`src/rtl/ternary_fold_sequencer.sv`:
```
// +---------------------------------------------------------------------------+
// | ternary_fold_sequencer: folds a trit stream through one shared op unit    |
// | Rev 1.0                                                                   |
// +---------------------------------------------------------------------------+
`default_nettype none

module ternary_fold_sequencer #(
  parameter int LEN_W = 4
) (
  input  logic             clk_i,
  input  logic             reset_i,
  input  logic             cmd_valid_i,
  output logic             cmd_ready_o,
  input  logic [1:0]       cmd_op_i,
  input  logic [LEN_W-1:0] cmd_len_i,
  input  logic             in_valid_i,
  output logic             in_ready_o,
  input  logic [1:0]       in_trit_i,
  output logic             res_valid_o,
  input  logic             res_ready_i,
  output logic [1:0]       res_trit_o,
  output logic             res_err_o,
  output logic             busy_o
);

  typedef enum logic [1:0] {
    S_IDLE  = 2'd0,
    S_FIRST = 2'd1,
    S_FOLD  = 2'd2,
    S_DONE  = 2'd3
  } state_t;

  localparam logic [1:0] OP_MIN = 2'b00;
  localparam logic [1:0] OP_MAX = 2'b01;
  localparam logic [1:0] OP_ANY = 2'b10;

  state_t           state_q, state_d;
  logic [1:0]       acc_q, acc_d;
  logic [LEN_W-1:0] cnt_q, cnt_d;
  logic             err_q, err_d;
  logic [1:0]       op_q, op_d;
  logic             cmd_ready_q, in_ready_q, res_valid_q, busy_q;

  logic [1:0]       trit_clean;
  logic             trit_bad;

  // The single shared op unit; operands are always sanitized trits (0..2).
  function automatic logic [1:0] op_apply(input logic [1:0] op,
                                          input logic [1:0] x,
                                          input logic [1:0] y);
    logic [2:0] sum;
    logic [1:0] r;
    sum = {1'b0, x} + {1'b0, y};
    case (op)
      OP_MIN:  r = (x < y) ? x : y;
      OP_MAX:  r = (x > y) ? x : y;
      OP_ANY: begin
        if (sum == 3'd0)      r = 2'd0;
        else if (sum >= 3'd3) r = 2'd2;
        else                  r = sum[1:0] - 2'd1;
      end
      default: r = (x == y) ? x : 2'd1;
    endcase
    return r;
  endfunction

  assign trit_bad   = (in_trit_i == 2'b11);
  assign trit_clean = trit_bad ? 2'b00 : in_trit_i;

  always_comb begin
    state_d = state_q;
    acc_d   = acc_q;
    cnt_d   = cnt_q;
    err_d   = err_q;
    op_d    = op_q;
    case (state_q)
      S_IDLE: begin
        if (cmd_valid_i) begin
          op_d    = cmd_op_i;
          cnt_d   = cmd_len_i;
          err_d   = 1'b0;
          state_d = S_FIRST;
        end
      end
      S_FIRST: begin
        if (in_valid_i) begin
          acc_d = trit_clean;
          err_d = trit_bad;
          if (cnt_q == '0) begin
            state_d = S_DONE;
          end else begin
            cnt_d   = cnt_q - 1'b1;
            state_d = S_FOLD;
          end
        end
      end
      S_FOLD: begin
        if (in_valid_i) begin
          acc_d = op_apply(op_q, acc_q, trit_clean);
          err_d = err_q | trit_bad;
          if (cnt_q == '0) begin
            state_d = S_DONE;
          end else begin
            cnt_d = cnt_q - 1'b1;
          end
        end
      end
      default: begin
        if (res_ready_i) begin
          state_d = S_IDLE;
        end
      end
    endcase
  end

  // Handshake flags are registered from the next state so they line up with state_q.
  always_ff @(posedge clk_i) begin
    if (reset_i) begin
      state_q     <= S_IDLE;
      acc_q       <= 2'b00;
      cnt_q       <= '0;
      err_q       <= 1'b0;
      op_q        <= 2'b00;
      cmd_ready_q <= 1'b1;
      in_ready_q  <= 1'b0;
      res_valid_q <= 1'b0;
      busy_q      <= 1'b0;
    end else begin
      state_q     <= state_d;
      acc_q       <= acc_d;
      cnt_q       <= cnt_d;
      err_q       <= err_d;
      op_q        <= op_d;
      cmd_ready_q <= (state_d == S_IDLE);
      in_ready_q  <= (state_d == S_FIRST) || (state_d == S_FOLD);
      res_valid_q <= (state_d == S_DONE);
      busy_q      <= (state_d != S_IDLE);
    end
  end

  assign cmd_ready_o = cmd_ready_q;
  assign in_ready_o  = in_ready_q;
  assign res_valid_o = res_valid_q;
  assign res_trit_o  = acc_q;
  assign res_err_o   = err_q;
  assign busy_o      = busy_q;

endmodule

`default_nettype wire

```
`config.mk`:
```
export PLATFORM = sky130hd
export DESIGN_NAME = ternary_fold_sequencer
export DESIGN_NICKNAME = d
export VERILOG_FILES = /design/src/rtl/ternary_fold_sequencer.sv
export SDC_FILE = /design/constraint.sdc
export NUM_CORES = 1
export LEC_CHECK = 0
export CAP_MARGIN = 30
export CORE_MARGIN = 2
export CORE_UTILIZATION = 30
export CTS_CLUSTER_SIZE = 40
export DETAILED_ROUTE_END_ITERATION = 6
export HOLD_SLACK_MARGIN = 0.02
export PLACE_DENSITY = 0.5
export SYNTH_ARGS = -nofsm -noshare
export SYNTH_HDL_FRONTEND = slang
export SYNTH_SLANG_ARGS = --single-unit
export TNS_END_PERCENT = 10
```
`constraint.sdc`:
```
create_clock -name clk_i -period 5.6 [get_ports clk_i]
set_input_delay 0.56 -clock clk_i [delete_from_list [all_inputs] [get_ports clk_i]]
set_output_delay 0.56 -clock clk_i [all_outputs]
set_load 0.01 [all_outputs]
```
# == Word level (Yosys, flattened, before mapping) ==
# Index checks and enable logic that the tools add are counted.
# totals
ff_bits,15
in_bits,13
out_inout_bits,7
wordCells,73
# classes
n_addsub,3
order_cmp,3
eq_ne,17
muxes,25
bitwise_logic,1
n_reduce_logical,15
# ops
op,n
2-to-1 mux 2 bit,13
2-to-1 mux 4 bit,3
one-hot mux 2 bit (3 select lines),2
equality test 2 bit (second input constant),5
inequality test 2 bit (second input constant),4
one-hot mux 4 bit (2 select lines),1
AND reduction 4 bit,2
equality test 2 x 1 -> 1 bit (second input constant),3
logical NOT 2 bit,3
inequality test 3 bit (second input constant),2
AND reduction 6 bit,1
nonzero test 2 bit,3
inequality test 5 x 2 -> 1 bit (second input constant),1
logical NOT 4 bit,1
2-to-1 mux 1 bit,4
one-hot mux 2 bit (2 select lines),1
subtractor 4 x 1 -> 4 bit (second input constant),1
adder 2 x 2 -> 3 bit,1
>= comparator 3 x 2 -> 1 bit (second input constant),1
logical NOT 3 bit,1
one-hot mux 1 bit (3 select lines),1
nonzero test 3 bit,1
equality test 2 bit,1
> comparator 2 bit,1
other kinds (7),7

# == Longest topological paths before layout ==
# Gate-level depths: netlist of the first run.
# logic_depth
depth_word,9
ltp_mapped,10

# == Worst setup path after synthesis of the first run ==
# OpenSTA, ideal clock, no wires.
# synth_timing
kind,in2reg
start,input in_trit_i[0]
end,"register acc_q[1], in the netlist res_trit_o[1]"
setup_time_ns,0.125
arrival_time_ns,2.306
slack_ns,3.169
path_stages,10
n_path_buf,0
path_cell_list,nor2b_1 -> ha_1 -> inv_1 -> fa_1 -> inv_1 -> ha_1 -> inv_1 -> o31a_1 -> o211ai_1 -> mux2i_1
# synth_between
elab_chain_len,9
elab_cells_between_ends,21
# synth_rtl
element,line,rtl
"start, declared",18,"input logic [1:0] in_trit_i,"
equality test 2 bit,67,assign trit_bad = (in_trit_i == 2'b11);
2-to-1 mux 2 bit *,68,assign trit_clean = trit_bad ? 2'b00 : in_trit_i;
adder 2 x 2 -> 3 bit,53,"sum = {1'b0, x} + {1'b0, y};"
>= comparator 3 x 2 -> 1 bit or subtractor 2 x 1 -> 2 bit (tied branches),"59, 60",
2-to-1 mux 2 bit,59,else if (sum >= 3'd3) r = 2'd2;
2-to-1 mux 2 bit,58,if (sum == 3'd0) r = 2'd0;
one-hot mux 2 bit (3 select lines),54,case (op)
2-to-1 mux 2 bit,98,if (in_valid_i) begin
one-hot mux 2 bit (2 select lines),76,case (state_q)
"end signal, assigned",120,acc_q <= 2'b00;
"end signal, assigned",130,acc_q <= acc_d;
"end, declared",38,"logic [1:0] acc_q, acc_d;"
# Mark *: on every way between the ends. The rest lies on a longest branch, timed or not. The select of a mux whose other input is x is not followed.
# A chain may end at the register's enable or synchronous reset.

# == Final worst setup path of the first run ==
# Ends and elaborated chain as after synthesis.

==> results.md, run 1 <==
* Final Cycle Share at 50.2%
* Setup violators final at 0
* Primary FF master, synth: dfxtp_1
* Total track usage at 12.9%
* HP Class: register to register
* WP data arrival at 2.95 ns
* CTS Buffer Depth at 2
* Syn Inst Count at 128
* # nets final at 173
* Sequential area share after synthesis at 27.0%
* R2r setup slk at 3.28 ns
* Synth top cells by count: 18 x inv_1, 15 x dfxtp_1, 12 x ha_1
* Largest net degree at the start of global routing at 12
* Post-synthesis compound-gate area fraction at 26.0%
* Pre-CTS setup slack at 2.52 ns
* Initial antenna violation count at 0
* Synth cell types at 39
* Most common cell in the netlist: inv_1
* PortBufs at 19
* Register-to-Register Path Depth at 7
* Die X at 64.9 um
* Synth Area in XOR/XNOR at 0%
* Clk sinks at 15
* Vias per inst at 4.98
* CTS Root Cell: clkbuf_8
* Flops & latches, synth at 15
* Uppermost layer routed: met4
* Fraction of the mapped netlist area in adder cells at 15.3%
* Per-cell routed wire length at 13.1 um
* Layout cells sized above 1 at 6.85%
* First-pass DRT Iterations at 4
* Setup CP Type: primary input to register
* Mux share of post-synthesis cell area at 5.41%
* Fin. max-slew vios at 0
* Cell mode on critical path: inv_1
* Fmax at 0.356 GHz
* Initial Util at 30.8%
* Hold Path Cell Cnt at 2
* Area Overhead vs Synth at 24.3%
* Die Ht at 64.9 um
* Warnings from Yosys at 0
* Worst Setup EP: res_trit_o[1]
* Core Region at 0.00361 mm^2
* Reg2reg end: cmd_ready_o
* Rows at 22
* Crit. Startpoint: in_trit_i[0]
* Final WL at 2530 um
* Final non-filler cell area at 0.00138 mm^2
* PD cells at 304 mW/mm^2
* CP Launch Type: primary input
* Worst vdd ir at 0.000154 V
* Largest family of logic cells by synthesized area: compound AO/OA/AOI/OAI gates
* Crit-path max FO at 4
* Post-synth top area cell: dfxtp_1
* Number of synthesized flops with an enable pin at 0
* I/O pins at 20
* Skew final at 0.000635 ns
* Met3 wire len at 77 um
* Die Area at 0.00421 mm^2
* Mapped Nets at 154
* CTS tree: done
* Fin crit period at 2.81 ns
* Status: complete, no violations
* CP peak stage delay at 0.52 ns
* Hold Buf Count CTS at 0
* Final Hold Viols at 0
* GRT Residual Overflow at 0
* Ys async rst share at 0%
* Maxcap violations at 0
* Metal2 WL at 1220 um
* Syn_area_per_cell at 8.68 um^2
* HP Start: res_trit_o[0]
* # DRC at 0
* Crit Reg-Reg Startpoint: state_q[0]
* Iter 0 DRT Violations at 46
* Post-DP HPWL at 1910 um
* Vias in the first global route at 973
* Top cells by area, synth: dfxtp_1 27%, ha_1 14%, inv_1 6.1%, mux2i_1 5.4%, nor2b_1 5.1%
* Unrepaired setup endpoints after global routing: no
* Setup TNS at 0 ns
* Worst-path clk slew at 0.07 ns
* Worst endpoint required time at 5.74 ns
* Slew HR at 59.4%
* Crit path cell chain: clkdlybuf4s50_1 > nor2b_1 > ha_1 > inv_1 > fa_1 > inv_1 > ha_1 > inv_1 > o31a_1 > o211ai_1 > mux2i_1
* Antenna cell count at 0
* H-Tree Depth at 1
* Synth Area in Simple Gates at 17.8%
* Cell Area, Synth at 0.00111 mm^2
* Postcts setup bufs at 0
* Clock latency on the worst-skew pair at 0.25 ns
* Worst-Margin Slew at 0.607 ns
* Post-synth top area share at 27.0%
* Post-CTS Resized at 0
* Setup crit end kind: register
* Routed Antenna Nets at 0
* CTS Buf Count at 3
* Gpl congestion at 0.783
* Crit path max-delay cell type: fa_1
* First-pass GRT wire length at 4220 um
* DP Area at 0.00134 mm^2
* Vias at 967
* Static Leak at 0.567 nW
* Met1 wire length at 1190 um
* Crit path setup slack, layout at 2.79 ns
sequential cells by signal (all words and copies together) (netlist names):
register     flops
res_err_o        1
cmd_ready_o      1
res_valid_o      1
state_q          2
cnt_q            4
res_trit_o       2
busy_o           1
in_ready_o       1
op_q             2
per-layer routing:
metal | GRT usage (%) | up-vias
li1 | - | 498
met2 | 22.8 | 14
met3 | 2.08 | 4
met1 | 15.1 | 451
met5 | 0 | -
met4 | 5.59 | 0
how the worst min path moves through the flow:
| stage | endpoint |
|---|---|
| 4_1_cts | res_trit_o[0] |
| 6_report | res_trit_o[0] |
| 3_3_place_gp | res_trit_o[0] |
| 2_1_floorplan | op_q[0] |
| 3_5_place_dp | res_trit_o[0] |
| 5_1_grt | res_trit_o[1] |
logic make-up (layout without fill, tap and decap cells):
kind of cell / Yosys count / count (layout)
DFF: 15 / 15
adders and majority gates: 13 / 13
buffers and inverters: 23 / 41
and+or+nand+nor: 36 / 36
muxes: 6 / 6
AOI/OAI and AO/OA: 35 / 35
placed cells by master, fill, tap and decap left out, types with 2 or more instances in the layout:
master	instances
nor2_1	7
o31ai_1	2
a21oi_1	4
clkdlybuf4s50_1	19
inv_1	18
mux2i_1	6
nand3_1	3
o41ai_1	2
o311a_1	3
nand2b_1	2
o21ai_0	5
nor2b_1	9
nand2_1	7
o311ai_0	4
o31a_1	3
ha_1	12
dfxtp_1	15
clkbuf_8	3
area by class of cell:
class / count / area (um^2)
multi-input combinational: 90 / 717
tap: 48 / 60.1
fill: 383 / 2220
inverter: 18 / 67.6
timing repair buffer: 19 / 190
clock inverter: 1 / 5.00
sequential: 15 / 300
clock buffer: 3 / 41.3
where the power goes:
part / total [mW] / internal, mW / switching (mW)
clock: 0.0915 / 0.0494 / 0.0421
combinational: 0.184 / 0.0900 / 0.0942
sequential: 0.144 / 0.127 / 0.0167
total: 0.419 / 0.266 / 0.153
per-stage QoR:
step / power (mW) / instances / util (%) / hold WS [ns]
floorplan: 0.277 / 128 / - / 0.469
detailed placement: 0.330 / 190 / 37.0 / 0.498
finish: 0.419 / 194 / 38.3 / 0.501
global route: 0.451 / 194 / 38.3 / 0.550
CTS: 0.424 / 194 / 38.3 / 0.510
global placement: 0.326 / 190 / 37.0 / 0.495
worst max-delay path: cells and delay by family:
family          cells  cell delay (ns)
fa+ha+maj           3             0.97
mux                 1             0.09
buf+inv             4             0.64
compound gates      2             0.45
simple gates        1             0.24
Note: power is estimated with default switching activity, not from simulation.
==> inputs of run 2 (changes only) <==
==> constraint.sdc (replaced) <==
create_clock -name clk_i -period 2.85 [get_ports clk_i]
set_input_delay 0.285 -clock clk_i [delete_from_list [all_inputs] [get_ports clk_i]]
set_output_delay 0.285 -clock clk_i [all_outputs]
set_load 0.01 [all_outputs]
==> results.md, run 2 (same netlist as run 1, synthesis figures left out) <==
* Status: complete, no violations
* Fin crit period at 2.46 ns
* Initial antenna violation count at 0
* Total Power at 0.823 mW
* Final WL at 2500 um
* Total track usage at 12.6%
* CTS Root Cell: clkbuf_8
* Static Leak at 0.577 nW
* Antenna cell count at 0
* Clk sinks at 15
* Fmax at 0.407 GHz
* Final Hold Viols at 0
* Die Ht at 64.9 um
* Gpl congestion at 0.791
* Crit Reg-Reg Startpoint: cnt_q[0]
* CP peak stage delay at 0.52 ns
* CTS Buffer Depth at 2
* First-pass GRT wire length at 4150 um
* Cell mode on critical path: inv_1
* Crit-path leading delay family: adder cells
* Die Area at 0.00421 mm^2
* Clock latency on the worst-skew pair at 0.25 ns
* Setup crit end kind: register
* P_int at 0.527 mW
* Hold WS at 0.502 ns
* Largest reg by FF count: cnt_q
* Worst Path Buf+Inv at 4
* Post-CTS Resized at 0
* R2r setup slk at 0.66 ns
* Most common cell after layout, fill and taps aside: clkdlybuf4s50_1
* Die X at 64.9 um
* First-pass DRT Iterations at 4
* Vias in the first global route at 919
* Setup CP Type: primary input to register
* Instance count on the critical path at 11
* Layout cells sized above 1 at 8.11%
* Postcts setup bufs at 0
* Flop pwr share at 34.3%
* Worst vdd ir at 0.000273 V
* Maxcap violations at 0
* Finished Layout Cells at 196
* Crit path max-delay cell type: fa_1
* # nets final at 175
* I/O pins at 20
* Final Cycle Share at 86.3%
* Sw Share at 36.0%
* Max reg flops at 4
* GRT Residual Overflow at 0
* Worst endpoint required time at 2.98 ns
* PortBufs at 19
* Skew final at 0.00332 ns
* Core Region at 0.00361 mm^2
* Worst-Margin Slew at 0.463 ns
* # DRC at 0
* Fin. max-slew vios at 0
* Crit. Startpoint: in_trit_i[0]
* H-Tree Depth at 1
* CP Launch Type: primary input
* Post-DP HPWL at 1940 um
* CTS tree: done
* Commonest non-fill, non-tap cells in the layout: 19 x clkdlybuf4s50_1, 18 x inv_1, 15 x dfxtp_1
* Unrepaired setup endpoints after global routing: no
* Worst-path clk slew at 0.07 ns
* Largest net degree at the start of global routing at 12
* Rows at 22
* Routed Antenna Nets at 0
* Register-to-Register Path Depth at 8
* Worst Setup EP: res_trit_o[1]
* Initial Util at 30.8%
* Dpl cells at 192
* CTS Buf Count at 3
* Reg2reg end: cmd_ready_o
* Crit path cell chain: clkdlybuf4s50_1 > nor2b_1 > ha_1 > inv_1 > fa_1 > inv_1 > ha_1 > inv_1 > o31a_1 > o211ai_1 > mux2i_1
* Slew HR at 69.1%
* Area Overhead vs Synth at 25.7%
* Hold Buf Count CTS at 0
* Per-cell routed wire length at 12.7 um
* Clock power share at 21.6%
* DP Area at 0.00135 mm^2
* Iter 0 DRT Violations at 55
* Vias at 969
* Setup TNS at 0 ns
* Final non-filler cell area at 0.00140 mm^2
* Psw at 0.296 mW
* Vias per inst at 4.94
* PD cells at 589 mW/mm^2
* Setup violators final at 0
* Crit-path max FO at 4
* Comb pwr share at 44.1%
* HP Class: register to register
* WP data arrival at 2.59 ns
## run 2: cell types whose count changed in the layout (fill, tap and decap cells not counted)
cell / delta
buf_4: +2
## run 2: final cells by class
cell class	count	area, um^2
clock buffer	3	41.3
sequential	15	300
timing repair buffer	21	205
clock inverter	1	5.00
fill	369	2210
inverter	18	67.6
tap	48	60.1
multi-input combinational	90	717
## run 2: worst min path at each step
stage,startpoint,endpoint,slack (ns),depth (start not counted)
final,res_trit_o[0],res_trit_o[0],0.50,2
after global routing,res_trit_o[0],res_trit_o[0],0.55,2
after CTS,res_trit_o[0],res_trit_o[0],0.51,2
after detailed placement,res_trit_o[0],res_trit_o[0],0.50,2
after global placement,res_trit_o[0],res_trit_o[0],0.49,2
after floorplan,cmd_op_i[1],op_q[1],0.43,2
## run 2: per-stage QoR
step / worst slack [ns] / utilization [%]
global placement: 0.184 / 37.4
finish: 0.390 / 38.7
detailed placement: 0.104 / 37.4
global route: 0.218 / 38.7
floorplan: 0.694 / -
CTS: 0.381 / 38.7
## run 2: metal layers
metal / GRT usage [%] / share of wire, %
met1: 16.2 / 48
met2: 21.4 / 47
met3: 2.08 / 2.9
met4: 3.99 / 1.5
met5: 0 / 0
## run 2: power by group through the flow
| stage | sequential [mW] | clock (mW) | combinational [mW] |
|---|---|---|---|
| 2_1_floorplan | 0.285 | 0 | 0.260 |
| 3_3_place_gp | 0.285 | 0 | 0.359 |
| 3_5_place_dp | 0.287 | 0 | 0.365 |
| 4_1_cts | 0.282 | 0.186 | 0.367 |
| 5_1_grt | 0.288 | 0.194 | 0.404 |
| 6_report | 0.282 | 0.178 | 0.363 |
## run 2: worst reg2reg max path, stage by stage (launching register included)
cell and delay (ns):
dfxtp_1 0.34, inv_1 0.08, ha_1 0.20, or3b_2 0.51, a2bb2oi_1 0.15, nor2_1 0.18, o31ai_1 0.11, ha_1 0.20
or2_2 0.30
==> inputs of run 3 (changes only) <==
--- a/config.mk
+++ b/config.mk
@@ -7,11 +7,11 @@
 export LEC_CHECK = 0
 export CAP_MARGIN = 30
 export CORE_MARGIN = 2
-export CORE_UTILIZATION = 30
+export CORE_UTILIZATION = 40
 export CTS_CLUSTER_SIZE = 40
 export DETAILED_ROUTE_END_ITERATION = 6
 export HOLD_SLACK_MARGIN = 0.02
-export PLACE_DENSITY = 0.5
+export PLACE_DENSITY = 0.63
 export SYNTH_ARGS = -nofsm -noshare
 export SYNTH_HDL_FRONTEND = slang
 export SYNTH_SLANG_ARGS = --single-unit
==> results.md, run 3 (same netlist as run 1, synthesis figures left out) <==
* Slew HR at 69.7%
* Clk sinks at 15
* Fin util at 50.2%
* Largest net degree at the start of global routing at 12
* Fmax at 0.409 GHz
* Psw at 0.289 mW
* Per-cell routed wire length at 13.0 um
* First-pass DRT Iterations at 4
* Clock latency on the worst-skew pair at 0.29 ns
* Final WL at 2310 um
* Unrepaired setup endpoints after global routing: no
* Postcts setup bufs at 0
* Setup CP Type: primary input to register
* I/O pins at 20
* Finished Layout Cells at 178
* Maxcap violations at 0
* Worst-path clk slew at 0.09 ns
* Crit path setup slack, layout at 0.403 ns
* Skew final at 0.00170 ns
* Final Hold Viols at 0
* Fin crit period at 2.45 ns
* Routed Antenna Nets at 0
* Crit-path max FO at 4
* H-Tree Depth at 1
* CTS Root Cell: clkbuf_4
* Clock power share at 16.2%
* PortBufs at 19
* GRT Residual Overflow at 0
* Crit Reg-Reg Startpoint: cnt_q[0]
* Most common cell after layout, fill and taps aside: clkdlybuf4s50_1
* # DRC at 0
* Setup crit end kind: register
* Final Cycle Share at 85.9%
* Hold WS at 0.508 ns
* Sw Share at 37.5%
* Die Ht at 56.7 um
* CTS Buf Count at 3
* WP data arrival at 2.63 ns
* Vias in the first global route at 883
* Antenna cell count at 0
* Max reg flops at 4
* Pre-CTS setup slack at 0.0632 ns
* Final non-filler cell area at 0.00135 mm^2
* Commonest non-fill, non-tap cells in the layout: 19 x clkdlybuf4s50_1, 18 x inv_1, 15 x dfxtp_1
* CTS Buffer Depth at 2
* Die Area at 0.00322 mm^2
* Layout cells sized above 1 at 7.48%
* CP Launch Type: primary input
* Fin. max-slew vios at 0
* Largest reg by FF count: cnt_q
* Post-CTS Resized at 0
* HP Start: res_trit_o[0]
* Comb pwr share at 47.2%
* Status: complete, no violations
* Core Region at 0.00269 mm^2
* Total track usage at 16.4%
* Post-DP HPWL at 1780 um
* CTS tree: done
* Initial antenna violation count at 0
* Setup TNS at 0 ns
* Vias at 975
* Die X at 56.7 um
* Worst vdd ir at 0.000381 V
* Static Leak at 0.564 nW
* Vias per inst at 5.48
* HP Class: register to register
* Initial Util at 41.4%
* Flop pwr share at 36.6%
* Hold Buf Count CTS at 0
* Worst-Margin Slew at 0.450 ns
* Total Power at 0.771 mW
* Iter 0 DRT Violations at 29
* DP Area at 0.00132 mm^2
* # nets final at 174
* Area Overhead vs Synth at 21.4%
* Gpl congestion at 0.728
* First-pass GRT wire length at 4050 um
* P_int at 0.482 mW
* Worst endpoint required time at 3.03 ns
* Rows at 19
* Crit. Startpoint: in_trit_i[0]
* PD cells at 571 mW/mm^2
* Setup violators final at 0
* Dpl cells at 174
-- run 3: layer usage --
metal	up-vias	part of all wire [%]	GRT usage, %
li1	497	-	-
met1	462	47	18.7
met2	12	48	28.9
met3	4	3.5	5.07
met4	0	1.2	5.10
met5	-	0	0
-- run 3: final timing paths --
path / end / slack [ns] / cells past startpoint
worst max-delay path: res_trit_o[1] / 0.40 / 11
worst min-delay path: res_trit_o[0] / 0.51 / 2
worst max register to register: cmd_ready_o / 0.63 / 8
worst min register to register: res_trit_o[0] / 0.51 / 2
-- run 3: area by class of cell --
cell class	count	area, um^2
fill	265	1340
sequential	15	300
tap	31	38.8
clock inverter	1	5.00
multi-input combinational	90	717
timing repair buffer	20	198
inverter	18	67.6
clock buffer	3	22.5
-- run 3: power by group through the flow --
stage / logic, mW / clock network, mW / registers [mW]
after detailed placement: 0.364 / 0 / 0.287
final: 0.364 / 0.125 / 0.282
after global routing: 0.406 / 0.143 / 0.287
after global placement: 0.357 / 0 / 0.284
after CTS: 0.366 / 0.132 / 0.282
after floorplan: 0.260 / 0 / 0.285
-- run 3: worst max-delay path: stages --
cell and delay (ns):
clkdlybuf4s50_1 0.50, nor2b_1 0.22, ha_1 0.18, inv_1 0.05, fa_1 0.52, inv_1 0.05, ha_1 0.26, inv_1 0.03
o31a_1 0.28, o211ai_1 0.16, mux2i_1 0.09
